--- src/rtl/sipo_frame_rx_if.sv ---
// ============================================================================
//  Module      : sipo_frame_rx_if
//  Description : Output handshake bundle of the serial frame receiver. Carries
//                the recovered data word and its valid/ready handshake.
//  Signals     : out   - received data word, DW-2 bits
//                valid - out holds an unconsumed word (driven by the receiver)
//                ready - downstream accepts the word (driven by the consumer)
//  Modports    : master - receiver side (drives out/valid, samples ready)
//                slave  - consumer side (samples out/valid, drives ready)
//  Revision    : 1.0 - initial release
// ============================================================================
`default_nettype none

interface sipo_frame_rx_if #(
    parameter int DW = 10
);
    logic [DW-3:0] out;
    logic          valid;
    logic          ready;

    modport master (
        output out,
        output valid,
        input  ready
    );

    modport slave (
        input  out,
        input  valid,
        output ready
    );
endinterface

`default_nettype wire

--- src/rtl/sipo_frame_rx.sv ---
// ============================================================================
//  Module      : sipo_frame_rx
//  Description : Serial frame receiver paired with an MSB-first PISO
//                transmitter. Samples the idle-high line once per enb strobe,
//                recovers frames of DW bits (start 0, DW-2 data bits MSB
//                first, stop 1) and presents each good word on a registered
//                valid/ready output. Bad stop bits raise frame_err; good
//                frames arriving while the previous word is still held raise
//                overrun and are dropped.
//  Parameters  : DW        - total frame bits incl. start and stop (DW >= 3)
//  Ports       : clk       - system clock
//                reset     - asynchronous reset, active-low
//                enb       - one-clk bit strobe shared with the transmitter
//                inp       - serial line, idle high
//                clr       - synchronous restart, active-high, top priority
//                bus       - master modport: out / valid / ready
//                frame_err - one-cycle pulse, stop bit sampled as 0
//                overrun   - one-cycle pulse, good frame dropped
//  Option      : define SIPO_FRAME_RX_SYNC_EN to pass inp through a 2-flop
//                synchronizer and delay enb by the same 2 flops; all timing
//                then shifts 2 clk later.
//  Revision    : 1.0 - initial release
// ============================================================================
`default_nettype none

module sipo_frame_rx #(
    parameter int DW = 10
) (
    input  logic            clk,
    input  logic            reset,
    input  logic            enb,
    input  logic            inp,
    input  logic            clr,
    sipo_frame_rx_if.master bus,
    output logic            frame_err,
    output logic            overrun
);

    localparam int DATA_W = DW - 2;
    localparam int CNT_W  = $clog2(DW);

    // Counter value on the enb that captures the last data bit.
    localparam logic [CNT_W-1:0] c_last_bit = CNT_W'(DW - 3);

    typedef enum logic [1:0] {
        ST_IDLE  = 2'd0,
        ST_SHIFT = 2'd1,
        ST_STOP  = 2'd2
    } state_t;

    // ------------------------------------------------------------------------
    // Line conditioning: optional synchronizer on inp with a matching delay
    // on enb so each strobe still lines up with the bit it was meant to hit.
    // ------------------------------------------------------------------------
    logic w_inp;
    logic w_enb;

`ifdef SIPO_FRAME_RX_SYNC_EN
    logic [1:0] r_inp_sync;
    logic [1:0] r_enb_pipe;

    always_ff @(posedge clk or negedge reset) begin
        if (!reset) begin
            r_inp_sync <= 2'b11;
            r_enb_pipe <= 2'b00;
        end else if (clr) begin
            r_inp_sync <= 2'b11;
            r_enb_pipe <= 2'b00;
        end else begin
            r_inp_sync <= {r_inp_sync[0], inp};
            r_enb_pipe <= {r_enb_pipe[0], enb};
        end
    end

    assign w_inp = r_inp_sync[1];
    assign w_enb = r_enb_pipe[1];
`else
    assign w_inp = inp;
    assign w_enb = enb;
`endif

    // ------------------------------------------------------------------------
    // Registered state
    // ------------------------------------------------------------------------
    state_t              r_state;
    logic [CNT_W-1:0]    r_cnt;
    logic [DATA_W-1:0]   r_shreg;
    logic [DATA_W-1:0]   r_out;
    logic                r_valid;
    logic                r_frame_err;
    logic                r_overrun;
    // Stop-bit outcome, acted on one clk after the stop sample.
    logic                r_good_pend;
    logic                r_bad_pend;

    logic [DATA_W-1:0]   w_shreg_next;

    // A one-bit data word has nothing to shift through.
    generate
        if (DATA_W == 1) begin : g_shift_single
            assign w_shreg_next = w_inp;
        end else begin : g_shift_wide
            assign w_shreg_next = {r_shreg[DATA_W-2:0], w_inp};
        end
    endgenerate

    always_ff @(posedge clk or negedge reset) begin
        if (!reset) begin
            r_state     <= ST_IDLE;
            r_cnt       <= '0;
            r_shreg     <= '0;
            r_out       <= '0;
            r_valid     <= 1'b0;
            r_frame_err <= 1'b0;
            r_overrun   <= 1'b0;
            r_good_pend <= 1'b0;
            r_bad_pend  <= 1'b0;
        end else if (clr) begin
            r_state     <= ST_IDLE;
            r_cnt       <= '0;
            r_shreg     <= '0;
            r_out       <= '0;
            r_valid     <= 1'b0;
            r_frame_err <= 1'b0;
            r_overrun   <= 1'b0;
            r_good_pend <= 1'b0;
            r_bad_pend  <= 1'b0;
        end else begin
            r_good_pend <= 1'b0;
            r_bad_pend  <= 1'b0;
            r_overrun   <= 1'b0;
            r_frame_err <= r_bad_pend;

            // Delivery stage. A word consumed on this edge makes room for the
            // pending frame; otherwise the pending frame is dropped.
            if (r_good_pend) begin
                if (!r_valid || bus.ready) begin
                    r_out   <= r_shreg;
                    r_valid <= 1'b1;
                end else begin
                    r_overrun <= 1'b1;
                end
            end else if (r_valid && bus.ready) begin
                r_valid <= 1'b0;
            end

            // Bit-level FSM, advances only on strobes. The shift register is
            // untouched on the start-bit edge, so a back-to-back frame cannot
            // disturb the word the delivery stage is about to copy.
            if (w_enb) begin
                case (r_state)
                    ST_IDLE: begin
                        if (!w_inp) begin
                            r_state <= ST_SHIFT;
                            r_cnt   <= '0;
                        end
                    end
                    ST_SHIFT: begin
                        r_shreg <= w_shreg_next;
                        r_cnt   <= r_cnt + CNT_W'(1);
                        if (r_cnt == c_last_bit) begin
                            r_state <= ST_STOP;
                        end
                    end
                    ST_STOP: begin
                        r_good_pend <= w_inp;
                        r_bad_pend  <= !w_inp;
                        r_state     <= ST_IDLE;
                    end
                    default: begin
                        r_state <= ST_IDLE;
                    end
                endcase
            end
        end
    end

    assign bus.out   = r_out;
    assign bus.valid = r_valid;
    assign frame_err = r_frame_err;
    assign overrun   = r_overrun;

`ifndef SYNTHESIS
    // The two flags come from mutually exclusive stop-bit outcomes.
    a_flags_exclusive : assert property (
        @(posedge clk) disable iff (!reset) !(r_frame_err && r_overrun)
    );

    // A held word may not change until it is consumed.
    a_out_stable : assert property (
        @(posedge clk) disable iff (!reset)
        (r_valid && !bus.ready && !clr) |=> $stable(r_out)
    );
`endif

endmodule

`default_nettype wire

--- src/flat_wrapper.sv ---
// flat-port wrapper written by rule: the top's interface ports become plain ports
module sipo_frame_rx_flat 
#(
    parameter int DW = 10
)
  (clk, reset, enb, inp, clr, frame_err, overrun, bus_out, bus_valid, bus_ready);
  sipo_frame_rx_if #(.DW(DW)) bus_i ();
  input  logic clk;
  input  logic reset;
  input  logic enb;
  input  logic inp;
  input  logic clr;
  output logic frame_err;
  output logic overrun;
  output wire logic [$bits(bus_i.out)-1:0] bus_out;
  output wire logic [$bits(bus_i.valid)-1:0] bus_valid;
  input wire logic [$bits(bus_i.ready)-1:0] bus_ready;
  assign bus_out = bus_i.out;
  assign bus_valid = bus_i.valid;
  assign bus_i.ready = bus_ready;
  sipo_frame_rx #(.DW(DW)) u_core (.clk(clk), .reset(reset), .enb(enb), .inp(inp), .clr(clr), .bus(bus_i), .frame_err(frame_err), .overrun(overrun));
endmodule
--- config.mk ---
export PLATFORM = sky130hd
export DESIGN_NAME = sipo_frame_rx_flat
export DESIGN_NICKNAME = d
export VERILOG_FILES = /design/src/rtl/sipo_frame_rx_if.sv /design/src/rtl/sipo_frame_rx.sv /design/src/flat_wrapper.sv
export SDC_FILE = /design/constraint.sdc
export NUM_CORES = 1
export LEC_CHECK = 0
export CORE_AREA = 2 2 62 64
export DETAILED_ROUTE_END_ITERATION = 7
export DIE_AREA = 0 0 64 66
export PLACE_DENSITY_LB_ADDON = 0.2
export SLEW_MARGIN = 30
export SYNTH_ARGS = -nofsm -noshare
export SYNTH_HDL_FRONTEND = slang
export SYNTH_SLANG_ARGS = --single-unit
--- constraint.sdc ---
create_clock -name clk -period 1.5 [get_ports clk]
set_input_delay 0.375 -clock clk [delete_from_list [all_inputs] [get_ports clk]]
set_output_delay 0.375 -clock clk [all_outputs]
set_load 0.02 [all_outputs]
After elaboration in Yosys (flattened, before gate mapping)
Index checks and enable logic that the tools add are counted.
{"block": "word_totals", "input_bits": 6, "regBits": 27, "word_cells": 61}
{"block": "classes", "add_sub_neg": 1, "n_eq_ne": 6, "n_mux": 29, "reduce_logical": 16}
{"operator": "$mux W8", "count": 6}
{"operator": "$mux W1", "count": 14}
{"operator": "$mux W4", "count": 3}
{"operator": "$mux W2", "count": 4}
{"operator": "$pmux W4 S2", "count": 1}
{"operator": "$reduce_bool A2 Y1", "count": 4}
{"operator": "$ne A3 B3 Y1 const B", "count": 2}
{"operator": "$reduce_and A2 Y1", "count": 3}
{"operator": "$reduce_and A3 Y1", "count": 2}
{"operator": "$reduce_bool A3 Y1", "count": 2}
{"operator": "$add A4 B1 Y4 const B", "count": 1}
{"operator": "$eq A4 B3 Y1 const B", "count": 1}
{"operator": "$pmux W2 S2", "count": 1}
{"operator": "$ne A3 B2 Y1 const B", "count": 1}
{"operator": "$eq A2 B1 Y1 const B", "count": 1}
{"operator": "$eq A2 B2 Y1 const B", "count": 1}
{"operator": "$logic_not A1 Y1", "count": 2}
{"operator": "$logic_not A2 Y1", "count": 1}
{"operator": "$logic_and A1 B1 Y1", "count": 1}
{"operator": "$logic_or A1 B1 Y1", "count": 1}

Logic depth before layout (Yosys ltp)
Gate-level depths: netlist of the first run.
{"block": "logic_depth", "ltp_word": 5, "ltp_mapped": 5}

Worst setup path after synthesis of the first run
No wires, ideal clock.
{"block": "synth_path", "path_kind": "register -> register", "start": "reg u_core.r_valid (netlist: u_core.bus.valid)", "end": "reg u_core.r_out[6] (netlist: u_core.bus.out[6])", "arrival_ns": 1.025, "path_stages_with_launch": 5, "period_less_slack_ns": 1.151, "setup_time_ns": 0.127, "path_slack_ns": 0.349, "path_buffers": 1, "cell_sequence": "dfrtp_1 -> nand2b_4 -> a21oi_2 -> buf_4 -> o21ai_0"}
{"block": "synth_via", "elab_chain_len": 4}
{"element": "start, declared", "line_no": "sipo_frame_rx.sv:89", "source": "logic r_valid;"}
{"element": "start signal, assigned", "line_no": "sipo_frame_rx.sv:113", "source": "r_valid <= 1'b0;"}
{"element": "start signal, assigned", "line_no": "sipo_frame_rx.sv:123", "source": "r_valid <= 1'b0;"}
{"element": "start signal, assigned", "line_no": "sipo_frame_rx.sv:139", "source": "r_valid <= 1'b1;"}
{"element": "$logic_not A1 Y1", "line_no": "sipo_frame_rx.sv:137", "source": "if (!r_valid || bus.ready) begin"}
{"element": "$logic_or A1 B1 Y1", "line_no": "sipo_frame_rx.sv:137"}
{"element": "$reduce_bool A2 Y1 (no source line)"}
{"element": "$reduce_and A2 Y1 (no source line)"}
{"element": "end signal, assigned", "line_no": "sipo_frame_rx.sv:138", "source": "r_out <= r_shreg;"}
{"element": "end, declared", "line_no": "sipo_frame_rx.sv:88", "source": "logic [DATA_W-1:0] r_out;"}
No other way between the ends.
A chain may end at the register's enable or synchronous reset.

Final worst setup path of the first run
{"block": "layout_path", "start": "reg u_core.r_valid (netlist: u_core.bus.valid)", "end": "out bus_valid"}
{"element": "end, declared", "line_no": "flat_wrapper.sv:16", "source": "output wire logic [$bits(bus_i.valid)-1:0] bus_valid;"}
No word-level cell between the ends.

==> metrics.md, run 1 <==
| Metric | Value |
|---|---|
| Status | `finished clean` |
| Crit path required time | `1.12 ns` |
| PortBufs | `16` |
| Gr ovfl total | `0` |
| Worst-skew pair later-pin latency | `0.31 ns` |
| Post-Syn Nets | `124` |
| Nets | `150` |
| Slew headroom | `76.8%` |
| Die Span X | `64 um` |
| CP bufs+invs | `1` |
| Die Area | `4220 um2` |
| Num CTS Buffers | `3` |
| Global-route wire length before repair | `3.77 mm` |
| H-tree depth | `1` |
| Post-synth cell types | `29` |
| # diodes | `0` |
| Die Ht | `66 um` |
| CP max stage delay | `0.41 ns` |
| Detail Route Antenna Nets | `0` |
| Final slew viol count | `0` |
| Initial antenna violation count | `0` |
| CTS tree | `built` |
| Cell Chain, Critical Path | `clkdlybuf4s15_1` |
| Area Growth Syn to Fin | `24.0%` |
| Max-cap viol count | `0` |
| Clk slew on worst S/H paths | `0.13 ns` |
| I/O pin cnt | `17` |
| Commonest non-fill, non-tap cells in the layout | `dfrtp_1, nand2_1, a21oi_1` |
| Pre-CTS WS | `-0.0860 ns` |
| Share of cells above drive strength 1 | `15.5%` |
| Layout Skew | `0.00100 ns` |
| Sequential fraction of the synthesis area | `55.9%` |
| Reg-to-reg startpoint | `u_core.r_cnt[0]$_DFFE_PN0P_` |
| Clk buf depth | `2` |
| VDD IR max | `225 uV` |
| Via density | `4.48` |
| Finish-stage setup viols | `0` |
| Worst setup margin | `0.0903 ns` |
| Vias post-DR | `851` |
| Seq cells post-synth | `27` |
| DR WL/cell | `11.0 um` |
| Tot GR Track Use | `11.3%` |
| P_leak | `0.703 nW` |
| Final period utilization | `94.0%` |
| Setup TNS | `0 ns` |
| Row cnt | `22` |
| Crit-path slowest cell | `dfrtp_1` |
| Final Hold Fails | `0` |
| Core area | `3550 um2` |
| Syn_area_per_cell | `10.3 um2` |
| Worst Hold Class | `primary input to asynchronous set/reset pin` |
| Hold buffer count at cts | `0` |
| DRT Wirelength | `2.09 mm` |
| Crit. End Element | `primary output` |
| Final core occ | `42.2%` |
| Worst Setup SP | `u_core.bus.valid$_DFFE_PN0P_` |
| Mapped Area | `1210 um2` |
| HPWL after DPL | `1.53 mm` |
| CP Class | `flop to primary output` |
| Power Dens Cells | `765 nW/um2` |
| Tmin final | `1.41 ns` |
| Ys Warns | `0` |
| Critical-path maximum fanout | `2` |
| Slew of the pin with the lowest slew margin | `0.347 ns` |
| Vias in the first global route | `871` |
| Critical Path Start Type | `flop` |
| Most common cell after layout, fill and taps aside | `dfrtp_1` |
| Routability cong. | `0.788` |
| Starting density of the core | `34.0%` |
| Crit path DAT | `1.03 ns` |
| DRT Pass-1 Iters | `4` |
| DRT iter0 DRCs | `33` |
| DRC viols | `0` |
| RSZ-0062 raised after global routing | `no` |
| Clock sink total | `27` |
| Synth Instances | `117` |
| Root buf cell | `clkbuf_4` |
| Max Freq | `0.709 GHz` |
| CP delay by family, top | `flip-flops` |
| Largest net degree at the start of global routing | `28` |
| Post CTS Setup Buffer Count | `0` |
-- routing by layer --
layer	GRT usage, %	share of wire (%)	vias to the layer above
li1	-	-	440
met1	14.4	46	395
met2	19.1	50	16
met3	1.70	3.6	0
met4	4.89	0	0
met5	0	0	-
-- path summary, 6_finish.rpt --
check	end	slack [ns]	cells after the start
max	bus_valid	0.09	1
min	u_core.overrun$_DFF_PN0_	0.42	2
max reg2reg	u_core.r_state[0]$_DFFE_PN0P_	0.25	4
min reg2reg	u_core.frame_err$_DFF_PN0_	0.48	1
max in group asynchronous	u_core.r_cnt[3]$_DFFE_PN0P_	0.81	2
min in group clk	u_core.frame_err$_DFF_PN0_	0.48	1
-- flip-flops by register name, indices dropped and copies added, names as in the netlist, 2 cells and up --
signal          cells
u_core.r_shreg      8
u_core.bus.out      8
u_core.r_cnt        4
u_core.r_state      2
-- area by class of cell --
type	count	area, um2
clock buffer	3	22.5
fill	358	2050
clock inverter	1	5.00
inverter	2	7.51
multi-input combinational	82	473
timing repair buffer	27	255
tap	48	60.1
sequential	27	676
-- timing repair --
action | 4_1_cts | 5_1_grt
setup endpoints to repair | 11 | 1
gates resized for setup | 11 | 1
pin swaps | 0 | 0
cloned | 0 | 0
-- synth_stat cells --
| cell type | instances | area (um2) |
|---|---|---|
| a21oi_1 | 11 | 55.1 |
| a21oi_2 | 1 | 8.76 |
| a21oi_4 | 1 | 16.3 |
| and2b_2 | 1 | 8.76 |
| and3b_1 | 1 | 8.76 |
| and4b_1 | 1 | 10.0 |
| buf_2 | 1 | 5.00 |
| buf_4 | 3 | 22.5 |
| buf_6 | 1 | 11.3 |
| clkbuf_8 | 1 | 13.8 |
| dfrtp_1 | 27 | 676 |
| ha_1 | 1 | 12.5 |
| inv_1 | 2 | 7.51 |
| mux2i_1 | 1 | 10.0 |
| nand2_1 | 20 | 75.1 |
| nand2_4 | 1 | 11.3 |
| nand2b_1 | 9 | 56.3 |
| nand2b_4 | 1 | 13.8 |
| nand3_1 | 8 | 40.0 |
| nand3b_1 | 2 | 15.0 |
| nor2_1 | 2 | 7.51 |
| nor2b_1 | 1 | 6.26 |
| nor2b_2 | 1 | 8.76 |
| nor3_1 | 4 | 20.0 |
| nor3b_2 | 1 | 12.5 |
| o21a_1 | 1 | 7.51 |
| o21ai_0 | 6 | 30.0 |
| o21ai_1 | 6 | 30.0 |
| xor2_1 | 1 | 8.76 |
-- per-stage QoR --
stage / std cells / cell area, um2 / power (mW) / hold slack [ns]
global placement: 186 / 1480 / 0.865 / 0.448
floorplan: 117 / 1210 / 0.810 / 0.0794
finish: 190 / 1500 / 1.15 / 0.424
global route: 190 / 1500 / 1.23 / 0.423
CTS: 190 / 1500 / 1.17 / 0.425
detailed placement: 186 / 1480 / 0.866 / 0.457
-- cells by family after synthesis --
kind of cell	after synthesis	synth area share, %
and+or+nand+nor	53	24.3
muxes	1	0.828
DFF	27	55.9
AOI/OAI and AO/OA	26	12.2
xor gates and xnor gates	1	0.725
adders and majority gates	1	1.04
buffers and inverters	8	4.97
-- where the power goes --
group          total (mW)  internal, mW  switching [mW]
Combinational       0.112        0.0519          0.0603
Sequential          0.738         0.733         0.00491
Clock               0.296        0.0995           0.197
Total                1.15         0.884           0.262
Note: power is estimated with default switching activity, not from simulation.
==> inputs of run 2 (changes only) <==
--- a/config.mk
+++ b/config.mk
@@ -9,6 +9,7 @@
 export DETAILED_ROUTE_END_ITERATION = 7
 export DIE_AREA = 0 0 64 66
 export PLACE_DENSITY_LB_ADDON = 0.2
+export RECOVER_POWER = 50
 export SLEW_MARGIN = 30
 export SYNTH_ARGS = -nofsm -noshare
 export SYNTH_HDL_FRONTEND = slang
==> metrics.md, run 2 (synthesized netlist as in run 1, its figures left out) <==
| Metric | Value |
|---|---|
| Row cnt | `22` |
| Clk slew on worst S/H paths | `0.13 ns` |
| Worst Hold Class | `flop to flop` |
| Crit-path slowest cell | `dfrtp_1` |
| Die Area | `4220 um2` |
| CTS tree | `built` |
| Initial antenna violation count | `0` |
| Detail Route Antenna Nets | `0` |
| Layout Skew | `0.00107 ns` |
| Post CTS Setup Buffer Count | `0` |
| Crit path required time | `1.12 ns` |
| DRT Pass-1 Iters | `4` |
| Core area | `3550 um2` |
| Reg2Reg Setup Slack | `0.25 ns` |
| Non-filler cells, final | `190` |
| Status | `finished clean` |
| Global-route wire length before repair | `3.77 mm` |
| VDD IR max | `225 uV` |
| Tmin final | `1.41 ns` |
| Cell Chain, Critical Path | `clkdlybuf4s15_1` |
| DR WL/cell | `10.8 um` |
| Slew of the pin with the lowest slew margin | `0.660 ns` |
| Vias post-DR | `845` |
| Setup TNS | `0 ns` |
| Routed wl met3 | `70 um` |
| PortBufs | `16` |
| Met2 WL | `1.03 mm` |
| Commonest non-fill, non-tap cells in the layout | `dfrtp_1, nand2_1, a21oi_1` |
| CP max stage delay | `0.41 ns` |
| Clock sink total | `27` |
| CP Class | `flop to primary output` |
| Top Metal Used | `met3` |
| Largest net degree at the start of global routing | `28` |
| CP delay by family, top | `flip-flops` |
| P_leak | `0.698 nW` |
| CP bufs+invs | `1` |
| Worst-skew pair later-pin latency | `0.31 ns` |
| CP Depth | `1` |
| Clk buf depth | `2` |
| Slew headroom | `56.0%` |
| Crit. End Element | `primary output` |
| Vias in the first global route | `871` |
| Final slew viol count | `0` |
| Most common cell after layout, fill and taps aside | `dfrtp_1` |
| Critical-path maximum fanout | `2` |
| Gr ovfl total | `0` |
| Share of cells above drive strength 1 | `14.8%` |
| Placed Cells incl. Taps | `186` |
| DRT Wirelength | `2.05 mm` |
| Hold path depth | `1` |
| Num CTS Buffers | `3` |
| HPWL after DPL | `1.53 mm` |
| # diodes | `0` |
| I/O pin cnt | `17` |
| Finish-stage setup viols | `0` |
| Via density | `4.45` |
| Routability cong. | `0.788` |
| Die Span X | `64 um` |
| Die Ht | `66 um` |
| Root buf cell | `clkbuf_4` |
| Area Growth Syn to Fin | `23.3%` |
| Critical Path Start Type | `flop` |
| Power Dens Cells | `766 nW/um2` |
| Starting density of the core | `34.0%` |
| Fill cell count | `360` |
| Tot GR Track Use | `11.3%` |
| RSZ-0062 raised after global routing | `no` |
| M1 WL | `949 um` |
| DRC viols | `0` |
| Worst Reg-to-Reg Cells | `4` |
| Final Hold Fails | `0` |
| Crit path DAT | `1.03 ns` |
| Final period utilization | `94.0%` |
| Hold buffer count at cts | `0` |
| Max Freq | `0.709 GHz` |
| Max-cap viol count | `0` |
| Nets | `150` |
| DRT iter0 DRCs | `29` |
| H-tree depth | `1` |
-- run 2: cell count changes in the layout (fill, tap and decap cells not counted), sizes merged --
cell           previous run  this run
dlygate4sd3               0         2
clkbuf                    3         6
buf                      11         8
clkdlybuf4s50             5         3
-- run 2: worst paths after layout --
path                                            endpoint                    startpoint
setup / recovery                               bus_valid  u_core.bus.valid$_DFFE_PN0P_
hold / removal                u_core.frame_err$_DFF_PN0_   u_core.r_bad_pend$_DFF_PN0_
setup reg to reg           u_core.r_state[0]$_DFFE_PN0P_   u_core.r_cnt[0]$_DFFE_PN0P_
hold reg to reg               u_core.frame_err$_DFF_PN0_   u_core.r_bad_pend$_DFF_PN0_
max in group asynchronous    u_core.r_cnt[2]$_DFFE_PN0P_                         reset
min in group asynchronous       u_core.overrun$_DFF_PN0_                         reset
-- run 2: power by group --
part / leakage, nW / switching [mW] / internal (mW)
Clock: 0.0177 / 0.196 / 0.0995
Combinational: 0.305 / 0.0597 / 0.0479
Sequential: 0.376 / 0.00483 / 0.733
-- run 2: metal layers --
metal,track usage [%],up-vias
li1,-,442
met1,14.4,387
met2,19.1,16
met3,1.70,0
met4,4.89,0
met5,0,-
-- run 2: layout make-up --
class	instances	area (um2)	area share [%]
flip-flops and latches	27	676	45.3
multi-input cells	82	473	31.7
repair buffers	27	246	16.5
well taps	48	60.1	4.03
clock buffers	3	22.5	1.51
inverters	2	7.51	0.504
clock inverters	1	5.00	0.336
-- run 2: timing repair --
action | 4_1_cts | 5_1_grt
endpoints found under the hold margin | 0 | 0
gates resized for setup | 11 | 1
setup endpoints to repair | 11 | 1
-- run 2: stage by stage --
step | util (%) | hold slack (ns) | setup slack (ns) | area (um2) | total power, mW
6_report | 42.0 | 0.479 | 0.0905 | 1490 | 1.14
5_1_grt | 42.0 | 0.523 | 0.00911 | 1490 | 1.23
4_1_cts | 42.2 | 0.425 | 0.0378 | 1500 | 1.17
3_5_place_dp | 41.8 | 0.457 | -0.0860 | 1480 | 0.866
3_3_place_gp | 41.8 | 0.448 | -0.0567 | 1480 | 0.865
2_1_floorplan | - | 0.0794 | 0.349 | 1210 | 0.810
